**src/rtl/reg_file_sb_pkg.sv**
```systemverilog
// reg_file_sb_pkg
//   Shared definitions for the reg_file_sb register file: default
//   data/address/immediate widths and the clear-sweep FSM state type.
//   Optional feature macro (used by reg_file_sb): REG_FILE_SB_BYPASS_EN.
package reg_file_sb_pkg;

  localparam int RF_W_DEF   = 8;
  localparam int RF_A_DEF   = 2;
  localparam int RF_IMM_DEF = 4;

  typedef enum logic [0:0] {
    RF_IDLE  = 1'b0,
    RF_CLEAR = 1'b1
  } rf_state_e;

endpackage

```
**src/rtl/reg_file_sb_if.sv**
```systemverilog
// reg_file_sb_if
//   Bundles the register-file access, scoreboard and clear-control signals.
//   master: drives WriteEn/MovEn/Waddr/DataIn/MovImm, RaddrA/RaddrB,
//           IssueEn/IssueAddr, ClearReq; observes DataOutA/B, PendA/B,
//           ClearBusy.
//   slave : the register file (reverse directions).
interface reg_file_sb_if
  import reg_file_sb_pkg::*;
#(
  parameter int W   = RF_W_DEF,
  parameter int A   = RF_A_DEF,
  parameter int IMM = RF_IMM_DEF
);

  logic           WriteEn;
  logic           MovEn;
  logic [A-1:0]   Waddr;
  logic [W-1:0]   DataIn;
  logic [IMM-1:0] MovImm;
  logic [A-1:0]   RaddrA;
  logic [A-1:0]   RaddrB;
  logic [W-1:0]   DataOutA;
  logic [W-1:0]   DataOutB;
  logic           IssueEn;
  logic [A-1:0]   IssueAddr;
  logic           PendA;
  logic           PendB;
  logic           ClearReq;
  logic           ClearBusy;

  modport master (
    output WriteEn, MovEn, Waddr, DataIn, MovImm, RaddrA, RaddrB,
           IssueEn, IssueAddr, ClearReq,
    input  DataOutA, DataOutB, PendA, PendB, ClearBusy
  );

  modport slave (
    input  WriteEn, MovEn, Waddr, DataIn, MovImm, RaddrA, RaddrB,
           IssueEn, IssueAddr, ClearReq,
    output DataOutA, DataOutB, PendA, PendB, ClearBusy
  );

endinterface

```
**src/rtl/reg_file_sb_scoreboard.sv**
```systemverilog
// rf_scoreboard
//   One pending bit per register. Issue sets a bit, a write/move clears it,
//   a clear-sweep start wipes all bits. Issue beats write on the same address.
//   Ports: Clk, Reset (sync, active-low), clr_all, set_en/set_addr,
//          wr_clr_en/wr_addr, raddr_a/raddr_b -> pend_a/pend_b (combinational).
module rf_scoreboard
  import reg_file_sb_pkg::*;
#(
  parameter int A = RF_A_DEF
) (
  input  logic         Clk,
  input  logic         Reset,
  input  logic         clr_all,
  input  logic         set_en,
  input  logic [A-1:0] set_addr,
  input  logic         wr_clr_en,
  input  logic [A-1:0] wr_addr,
  input  logic [A-1:0] raddr_a,
  input  logic [A-1:0] raddr_b,
  output logic         pend_a,
  output logic         pend_b
);

  localparam int D = 2 ** A;

  logic [D-1:0] pend_r;
  logic [D-1:0] pend_nxt_s;

  // Next-state of every pending bit: wipe > set > write-clear > hold.
  always_comb begin
    pend_nxt_s = pend_r;
    for (int i = 0; i < D; i++) begin
      if (clr_all) begin
        pend_nxt_s[i] = 1'b0;
      end else if (set_en && (set_addr == A'(i))) begin
        pend_nxt_s[i] = 1'b1;
      end else if (wr_clr_en && (wr_addr == A'(i))) begin
        pend_nxt_s[i] = 1'b0;
      end else begin
        pend_nxt_s[i] = pend_r[i];
      end
    end
  end

  // Pending-bit storage with synchronous reset.
  always_ff @(posedge Clk) begin
    if (!Reset) begin
      pend_r <= {D{1'b0}};
    end else begin
      pend_r <= pend_nxt_s;
    end
  end

  assign pend_a = pend_r[raddr_a];
  assign pend_b = pend_r[raddr_b];

endmodule

```
**src/rtl/reg_file_sb.sv**
```systemverilog
// reg_file_sb
//   2**A x W register file with two combinational read ports, a full-word
//   write, a low-IMM-bit move-immediate, a per-register pending scoreboard
//   and a one-register-per-cycle clear sweep.
//   Ports: Clk, Reset (synchronous, active-low), bus (reg_file_sb_if.slave).
//   Optional macro REG_FILE_SB_BYPASS_EN: reads of the register being
//   written/moved return the value it will hold after the edge.
module reg_file_sb
  import reg_file_sb_pkg::*;
#(
  parameter int W   = RF_W_DEF,
  parameter int A   = RF_A_DEF,
  parameter int IMM = RF_IMM_DEF
) (
  input  logic         Clk,
  input  logic         Reset,
  reg_file_sb_if.slave bus
);

  localparam int D = 2 ** A;

  localparam logic [0:0]   ST_IDLE  = 1'(RF_IDLE);
  localparam logic [0:0]   ST_CLEAR = 1'(RF_CLEAR);
  localparam logic [A-1:0] CNT_ONE  = A'(32'd1);
  localparam logic [A-1:0] CNT_LAST = A'(D - 1);
  localparam logic [W-1:0] W_ZERO   = {W{1'b0}};
  // Ones in the bits a move overwrites; all ones when IMM == W.
  localparam logic [W-1:0] IMM_MASK = {W{1'b1}} >> (W - IMM);

  logic [0:0]   state_r;
  logic [A-1:0] sweep_cnt_r;
  logic [W-1:0] regs_r [D];

  logic         busy_s;
  logic         wr_acc_s;
  logic         mov_acc_s;
  logic         wr_any_s;
  logic         issue_acc_s;
  logic         clr_start_s;
  logic [W-1:0] wr_data_s;
  logic [W-1:0] rd_a_s;
  logic [W-1:0] rd_b_s;

  // Keep the upper bits of the current word, replace the low IMM bits.
  function automatic logic [W-1:0] mov_merge(input logic [W-1:0]   cur,
                                             input logic [IMM-1:0] imm);
    return (cur & ~IMM_MASK) | W'(imm);
  endfunction

  // Command qualification: nothing but the sweep is accepted while busy.
  always_comb begin
    busy_s      = (state_r == ST_CLEAR);
    wr_acc_s    = Reset & ~busy_s & bus.WriteEn;
    mov_acc_s   = Reset & ~busy_s & bus.MovEn & ~bus.WriteEn;
    wr_any_s    = wr_acc_s | mov_acc_s;
    issue_acc_s = Reset & ~busy_s & bus.IssueEn;
    clr_start_s = Reset & ~busy_s & bus.ClearReq;
    if (wr_acc_s) begin
      wr_data_s = bus.DataIn;
    end else begin
      wr_data_s = mov_merge(regs_r[bus.Waddr], bus.MovImm);
    end
  end

  // Clear-sweep FSM and its address counter.
  always_ff @(posedge Clk) begin
    if (!Reset) begin
      state_r     <= ST_IDLE;
      sweep_cnt_r <= {A{1'b0}};
    end else begin
      case (state_r)
        ST_IDLE: begin
          if (bus.ClearReq) begin
            state_r     <= ST_CLEAR;
            sweep_cnt_r <= {A{1'b0}};
          end else begin
            state_r     <= ST_IDLE;
            sweep_cnt_r <= sweep_cnt_r;
          end
        end
        ST_CLEAR: begin
          sweep_cnt_r <= sweep_cnt_r + CNT_ONE;
          if (sweep_cnt_r == CNT_LAST) begin
            state_r <= ST_IDLE;
          end else begin
            state_r <= ST_CLEAR;
          end
        end
        default: begin
          state_r     <= ST_IDLE;
          sweep_cnt_r <= {A{1'b0}};
        end
      endcase
    end
  end

  // Register array: reset, sweep zeroing, then write/move.
  always_ff @(posedge Clk) begin
    if (!Reset) begin
      for (int i = 0; i < D; i++) begin
        regs_r[i] <= W_ZERO;
      end
    end else if (busy_s) begin
      regs_r[sweep_cnt_r] <= W_ZERO;
    end else if (wr_any_s) begin
      regs_r[bus.Waddr] <= wr_data_s;
    end
  end

  // Read ports, optionally forwarding the value being written this cycle.
  always_comb begin
    rd_a_s = regs_r[bus.RaddrA];
    rd_b_s = regs_r[bus.RaddrB];
`ifdef REG_FILE_SB_BYPASS_EN
    if (wr_any_s && (bus.RaddrA == bus.Waddr)) begin
      rd_a_s = wr_data_s;
    end else begin
      rd_a_s = regs_r[bus.RaddrA];
    end
    if (wr_any_s && (bus.RaddrB == bus.Waddr)) begin
      rd_b_s = wr_data_s;
    end else begin
      rd_b_s = regs_r[bus.RaddrB];
    end
`endif
  end

  rf_scoreboard #(.A(A)) u_scoreboard (
    .Clk       (Clk),
    .Reset     (Reset),
    .clr_all   (clr_start_s),
    .set_en    (issue_acc_s),
    .set_addr  (bus.IssueAddr),
    .wr_clr_en (wr_any_s),
    .wr_addr   (bus.Waddr),
    .raddr_a   (bus.RaddrA),
    .raddr_b   (bus.RaddrB),
    .pend_a    (bus.PendA),
    .pend_b    (bus.PendB)
  );

  assign bus.DataOutA  = rd_a_s;
  assign bus.DataOutB  = rd_b_s;
  assign bus.ClearBusy = busy_s;

endmodule
```
**src/flat_wrapper.sv**
```systemverilog
// flat-port wrapper written by rule: the top's interface ports become plain ports
module reg_file_sb_flat import reg_file_sb_pkg::*;
#(
  parameter int W   = RF_W_DEF,
  parameter int A   = RF_A_DEF,
  parameter int IMM = RF_IMM_DEF
)
  (Clk, Reset, bus_WriteEn, bus_MovEn, bus_Waddr, bus_DataIn, bus_MovImm, bus_RaddrA, bus_RaddrB, bus_IssueEn, bus_IssueAddr, bus_ClearReq, bus_DataOutA, bus_DataOutB, bus_PendA, bus_PendB, bus_ClearBusy);
  reg_file_sb_if #(.W(W), .A(A), .IMM(IMM)) bus_i ();
  input  logic Clk;
  input  logic Reset;
  input wire logic [$bits(bus_i.WriteEn)-1:0] bus_WriteEn;
  input wire logic [$bits(bus_i.MovEn)-1:0] bus_MovEn;
  input wire logic [$bits(bus_i.Waddr)-1:0] bus_Waddr;
  input wire logic [$bits(bus_i.DataIn)-1:0] bus_DataIn;
  input wire logic [$bits(bus_i.MovImm)-1:0] bus_MovImm;
  input wire logic [$bits(bus_i.RaddrA)-1:0] bus_RaddrA;
  input wire logic [$bits(bus_i.RaddrB)-1:0] bus_RaddrB;
  input wire logic [$bits(bus_i.IssueEn)-1:0] bus_IssueEn;
  input wire logic [$bits(bus_i.IssueAddr)-1:0] bus_IssueAddr;
  input wire logic [$bits(bus_i.ClearReq)-1:0] bus_ClearReq;
  output wire logic [$bits(bus_i.DataOutA)-1:0] bus_DataOutA;
  output wire logic [$bits(bus_i.DataOutB)-1:0] bus_DataOutB;
  output wire logic [$bits(bus_i.PendA)-1:0] bus_PendA;
  output wire logic [$bits(bus_i.PendB)-1:0] bus_PendB;
  output wire logic [$bits(bus_i.ClearBusy)-1:0] bus_ClearBusy;
  assign bus_i.WriteEn = bus_WriteEn;
  assign bus_i.MovEn = bus_MovEn;
  assign bus_i.Waddr = bus_Waddr;
  assign bus_i.DataIn = bus_DataIn;
  assign bus_i.MovImm = bus_MovImm;
  assign bus_i.RaddrA = bus_RaddrA;
  assign bus_i.RaddrB = bus_RaddrB;
  assign bus_i.IssueEn = bus_IssueEn;
  assign bus_i.IssueAddr = bus_IssueAddr;
  assign bus_i.ClearReq = bus_ClearReq;
  assign bus_DataOutA = bus_i.DataOutA;
  assign bus_DataOutB = bus_i.DataOutB;
  assign bus_PendA = bus_i.PendA;
  assign bus_PendB = bus_i.PendB;
  assign bus_ClearBusy = bus_i.ClearBusy;
  reg_file_sb #(.W(W), .A(A), .IMM(IMM)) u_core (.Clk(Clk), .Reset(Reset), .bus(bus_i));
endmodule
```
**config.mk**
```make
export PLATFORM = sky130hd
export DESIGN_NAME = reg_file_sb_flat
export DESIGN_NICKNAME = d
export VERILOG_FILES = /design/src/rtl/reg_file_sb_pkg.sv /design/src/rtl/reg_file_sb_if.sv /design/src/rtl/reg_file_sb_scoreboard.sv /design/src/rtl/reg_file_sb.sv /design/src/flat_wrapper.sv
export SDC_FILE = /design/constraint.sdc
export NUM_CORES = 1
export LEC_CHECK = 0
export ABC_CLOCK_PERIOD_IN_PS = 3100
export CAP_MARGIN = 40
export CORE_UTILIZATION = 50
export CTS_BUF_LIST = sky130_fd_sc_hd__clkbuf_16
export DETAILED_ROUTE_END_ITERATION = 10
export PLACE_DENSITY = 0.77
export SLEW_MARGIN = 40
export SYNTH_ARGS = -nofsm -noshare
export SYNTH_HDL_FRONTEND = slang
export SYNTH_SLANG_ARGS = --single-unit
```
**constraint.sdc**
```tcl
create_clock -name Clk -period 3.1 [get_ports Clk]
set_input_delay 0.62 -clock Clk [delete_from_list [all_inputs] [get_ports Clk]]
set_output_delay 0.62 -clock Clk [all_outputs]
set_load 0.02 [all_outputs]
```
==> results.sh <==
export IMPL_clock_path_buffers=2
export IMPL_post_cts_buffers=0
export IMPL_antenna_found_initial=0
export IMPL_drtIter0Drc=107
export IMPL_grt_pass1_wl_mm=9.07
export IMPL_multi_input_area_um2=1090
export IMPL_finalCriticalPeriod_ns=3.00
export IMPL_syn_inst=175
export IMPL_cp_data_required_time_ns=2.48
export IMPL_outcome="complete, but fails checks"
export IMPL_cp_slowest_cell="clkdlybuf4s50_1"
export IMPL_cts_hold_buffers=0
export IMPL_relSlewSlack=0.652
export IMPL_rows=24
export IMPL_path_buf_inv=3
export IMPL_fmax_ghz=0.334
export IMPL_synthDominantCellAreaShare=0.402
export IMPL_dr_wl_met2_mm=3.06
export IMPL_syn_avg_cell_area_um2=13.7
export IMPL_drv_cap=0
export IMPL_ys_seq_area_frac=0.460
export IMPL_grt_pass1_vias=1817
export IMPL_via_per_inst=6.37
export IMPL_route_detailed_drc=2
export IMPL_crit_arrival_ns=2.38
export IMPL_synth_area_um2=2390
export IMPL_whs_ns=0.498
export IMPL_p_per_area_nw_per_um2=473
export IMPL_n_fill_cell=313
export IMPL_crit_fanout=9
export IMPL_cts_max_level=2
export IMPL_wl_met3_um=309
export IMPL_cpPeakStageDelay_ns=0.57
export IMPL_diodes=0
export IMPL_port_buffers=44
export IMPL_cts_made_buffers=5
export IMPL_cpMostUsedCell="clkdlybuf4s50_1"
export IMPL_drive_gt1_frac=0.262
export IMPL_cts_tree="done"
export IMPL_violations="design-rule violations"
export IMPL_syn_nets=202
export IMPL_end_kind="primary output"
export IMPL_layout_common_cells="clkdlybuf4s50_1, edfxtp_1, mux4_2"
export IMPL_nNetsFinal=251
export IMPL_fp_dieH_um=71.2
export IMPL_async_flop_share=0
export IMPL_yosys_area_top_type="edfxtp_1"
export IMPL_start_util=0.535
export IMPL_routed_top_layer="met4"
export IMPL_tns_ns=0
export IMPL_synth_edf_count=32
export IMPL_routedWlPerCell_um=20.5
export IMPL_core_area_um2=4470
export IMPL_cts_sinks=39
export IMPL_boundaryPins=45
export IMPL_fin_util=0.680
export IMPL_path_class="in -> out"
export IMPL_clock_skew_ns=0.00559
export IMPL_antenna_left=0
export IMPL_path_clk_slew_ns=0.05
export IMPL_grt_max_degree=20
export IMPL_syn_to_final_growth_pct=27.2
export IMPL_rsz0062_at_grt="false"
export IMPL_leakage_nw=1.09
export IMPL_dieWidth_um=71.2
export IMPL_overflow=0
export IMPL_synthFlopType="edfxtp_1"
export IMPL_cts_resized_gates=0
export IMPL_wl_met1_mm=2.19
export IMPL_final_common_cell="clkdlybuf4s50_1"
export IMPL_cp_start_kind="input pin"
export IMPL_fin_crit_sh=0.967
export IMPL_cp_top_family="buffers and inverters"
export IMPL_yosys_warnings=0
export IMPL_die_area_um2=5070
export IMPL_ys_top_cells_by_area="edfxtp_1, mux4_2, dfxtp_1, nor4_2, nor4_1"
export IMPL_worst_slew_pin_slew_ns=0.517
export IMPL_clock_latency_ns=0.28
export IMPL_place_hpwl_mm=4.18
export IMPL_hold_path_class="reg -> reg"
export IMPL_ff_latch_area_um2=1100
export IMPL_gr_usage_all_layers=0.248
export IMPL_synth_cell_type_count=35
export IMPL_slew_viol_final=0
export IMPL_routed_wl_mm=5.67
export IMPL_synth_seq_cells=39
export IMPL_gp_congestion=0.826
export IMPL_path_cells="clkdlybuf4s50_1, buf_12, mux4_2, clkdlybuf4s50_1"
export IMPL_root_buffer="clkbuf_16"
export IMPL_hold_viol_final=0
export IMPL_vias=1764
export IMPL_setup_viol=0
export IMPL_vdd_drop_max_v=0.000315
export IMPL_drtPass1Iterations=7
[sequential cells by signal, indices dropped and copies added (netlist names)]
name and count:
u_core.regs_r 32, u_core.u_scoreboard.pend_r 4, u_core.sweep_cnt_r 2, u_core.bus.ClearBusy 1
[path summary, 6_finish.rpt]
kind	start	slack [ns]	to	depth (start not counted)
worst max-delay path	bus_RaddrA[0]	0.10	bus_DataOutA[4]	4
worst min-delay path	u_core.u_scoreboard.pend_r[0]	0.50	u_core.u_scoreboard.pend_r[0]	2
worst max register to register	u_core.bus.ClearBusy	1.16	u_core.regs_r[1][5]	4
worst min register to register	u_core.u_scoreboard.pend_r[0]	0.50	u_core.u_scoreboard.pend_r[0]	2
[synth_stat cells (3+ instances only)]
library cell  count
nor4_1           13
edfxtp_1         32
nor4_2            7
clkbuf_1          3
and2_1            4
buf_2             6
nand3b_1          4
mux4_2           22
o21ai_0           4
a21o_1            4
dfxtp_1           7
o32ai_1           4
inv_1            18
o221ai_2          4
buf_6             6
nor3_1            8
nand2_1           6
[metal layers]
metal,vias up,track usage
met5,-,0
met4,0,0.111
met3,11,0.0470
met2,78,0.440
met1,881,0.292
li1,794,-
[worst register-to-register path, delay by kind of cell (launching register included)]
family                 cells  cell delay (ns)
DFF                        1             0.60
AOI/OAI and AO/OA          2             0.53
and+or+nand+nor            1             0.31
buffers and inverters      1             0.23
[per-stage QoR]
step | power, W | std cells | instance area, µm² | setup WS, ns
floorplan | 0.000839 | 175 | 2390 | 0.733
global placement | 0.000956 | 269 | 2910 | 0.143
detailed placement | 0.000970 | 269 | 2910 | 0.108
CTS | 0.00144 | 277 | 3040 | 0.0986
global route | 0.00149 | 277 | 3040 | 0.0698
finish | 0.00144 | 277 | 3040 | 0.104
[report_power, final]
| part | internal [W] | switching (W) |
|---|---|---|
| sequential | 0.000609 | 0.0000249 |
| clock | 0.000289 | 0.000190 |
| combinational | 0.000164 | 0.000164 |
| total | 0.00106 | 0.000379 |
[area by class of cell]
| class | count | share of cell area |
|---|---|---|
| Clock buffer | 5 | 0.0411 |
| Clock inverter | 3 | 0.00370 |
| Inverter | 18 | 0.0222 |
| Multi-Input combinational cell | 100 | 0.357 |
| Sequential cell | 39 | 0.362 |
| Tap cell | 52 | 0.0214 |
| Timing Repair Buffer | 60 | 0.192 |
[kinds of logic (layout without fill, tap and decap cells)]
group / Yosys count / count (layout) / synth area share
buffers and inverters: 36 / 86 / 0.0852
muxes: 22 / 22 / 0.207
and+or+nand+nor: 53 / 53 / 0.152
DFF: 39 / 39 / 0.460
AOI/OAI and AO/OA: 24 / 24 / 0.0905
adders and majority gates: 1 / 1 / 0.00523
Power figures use the tool's default switching activity.
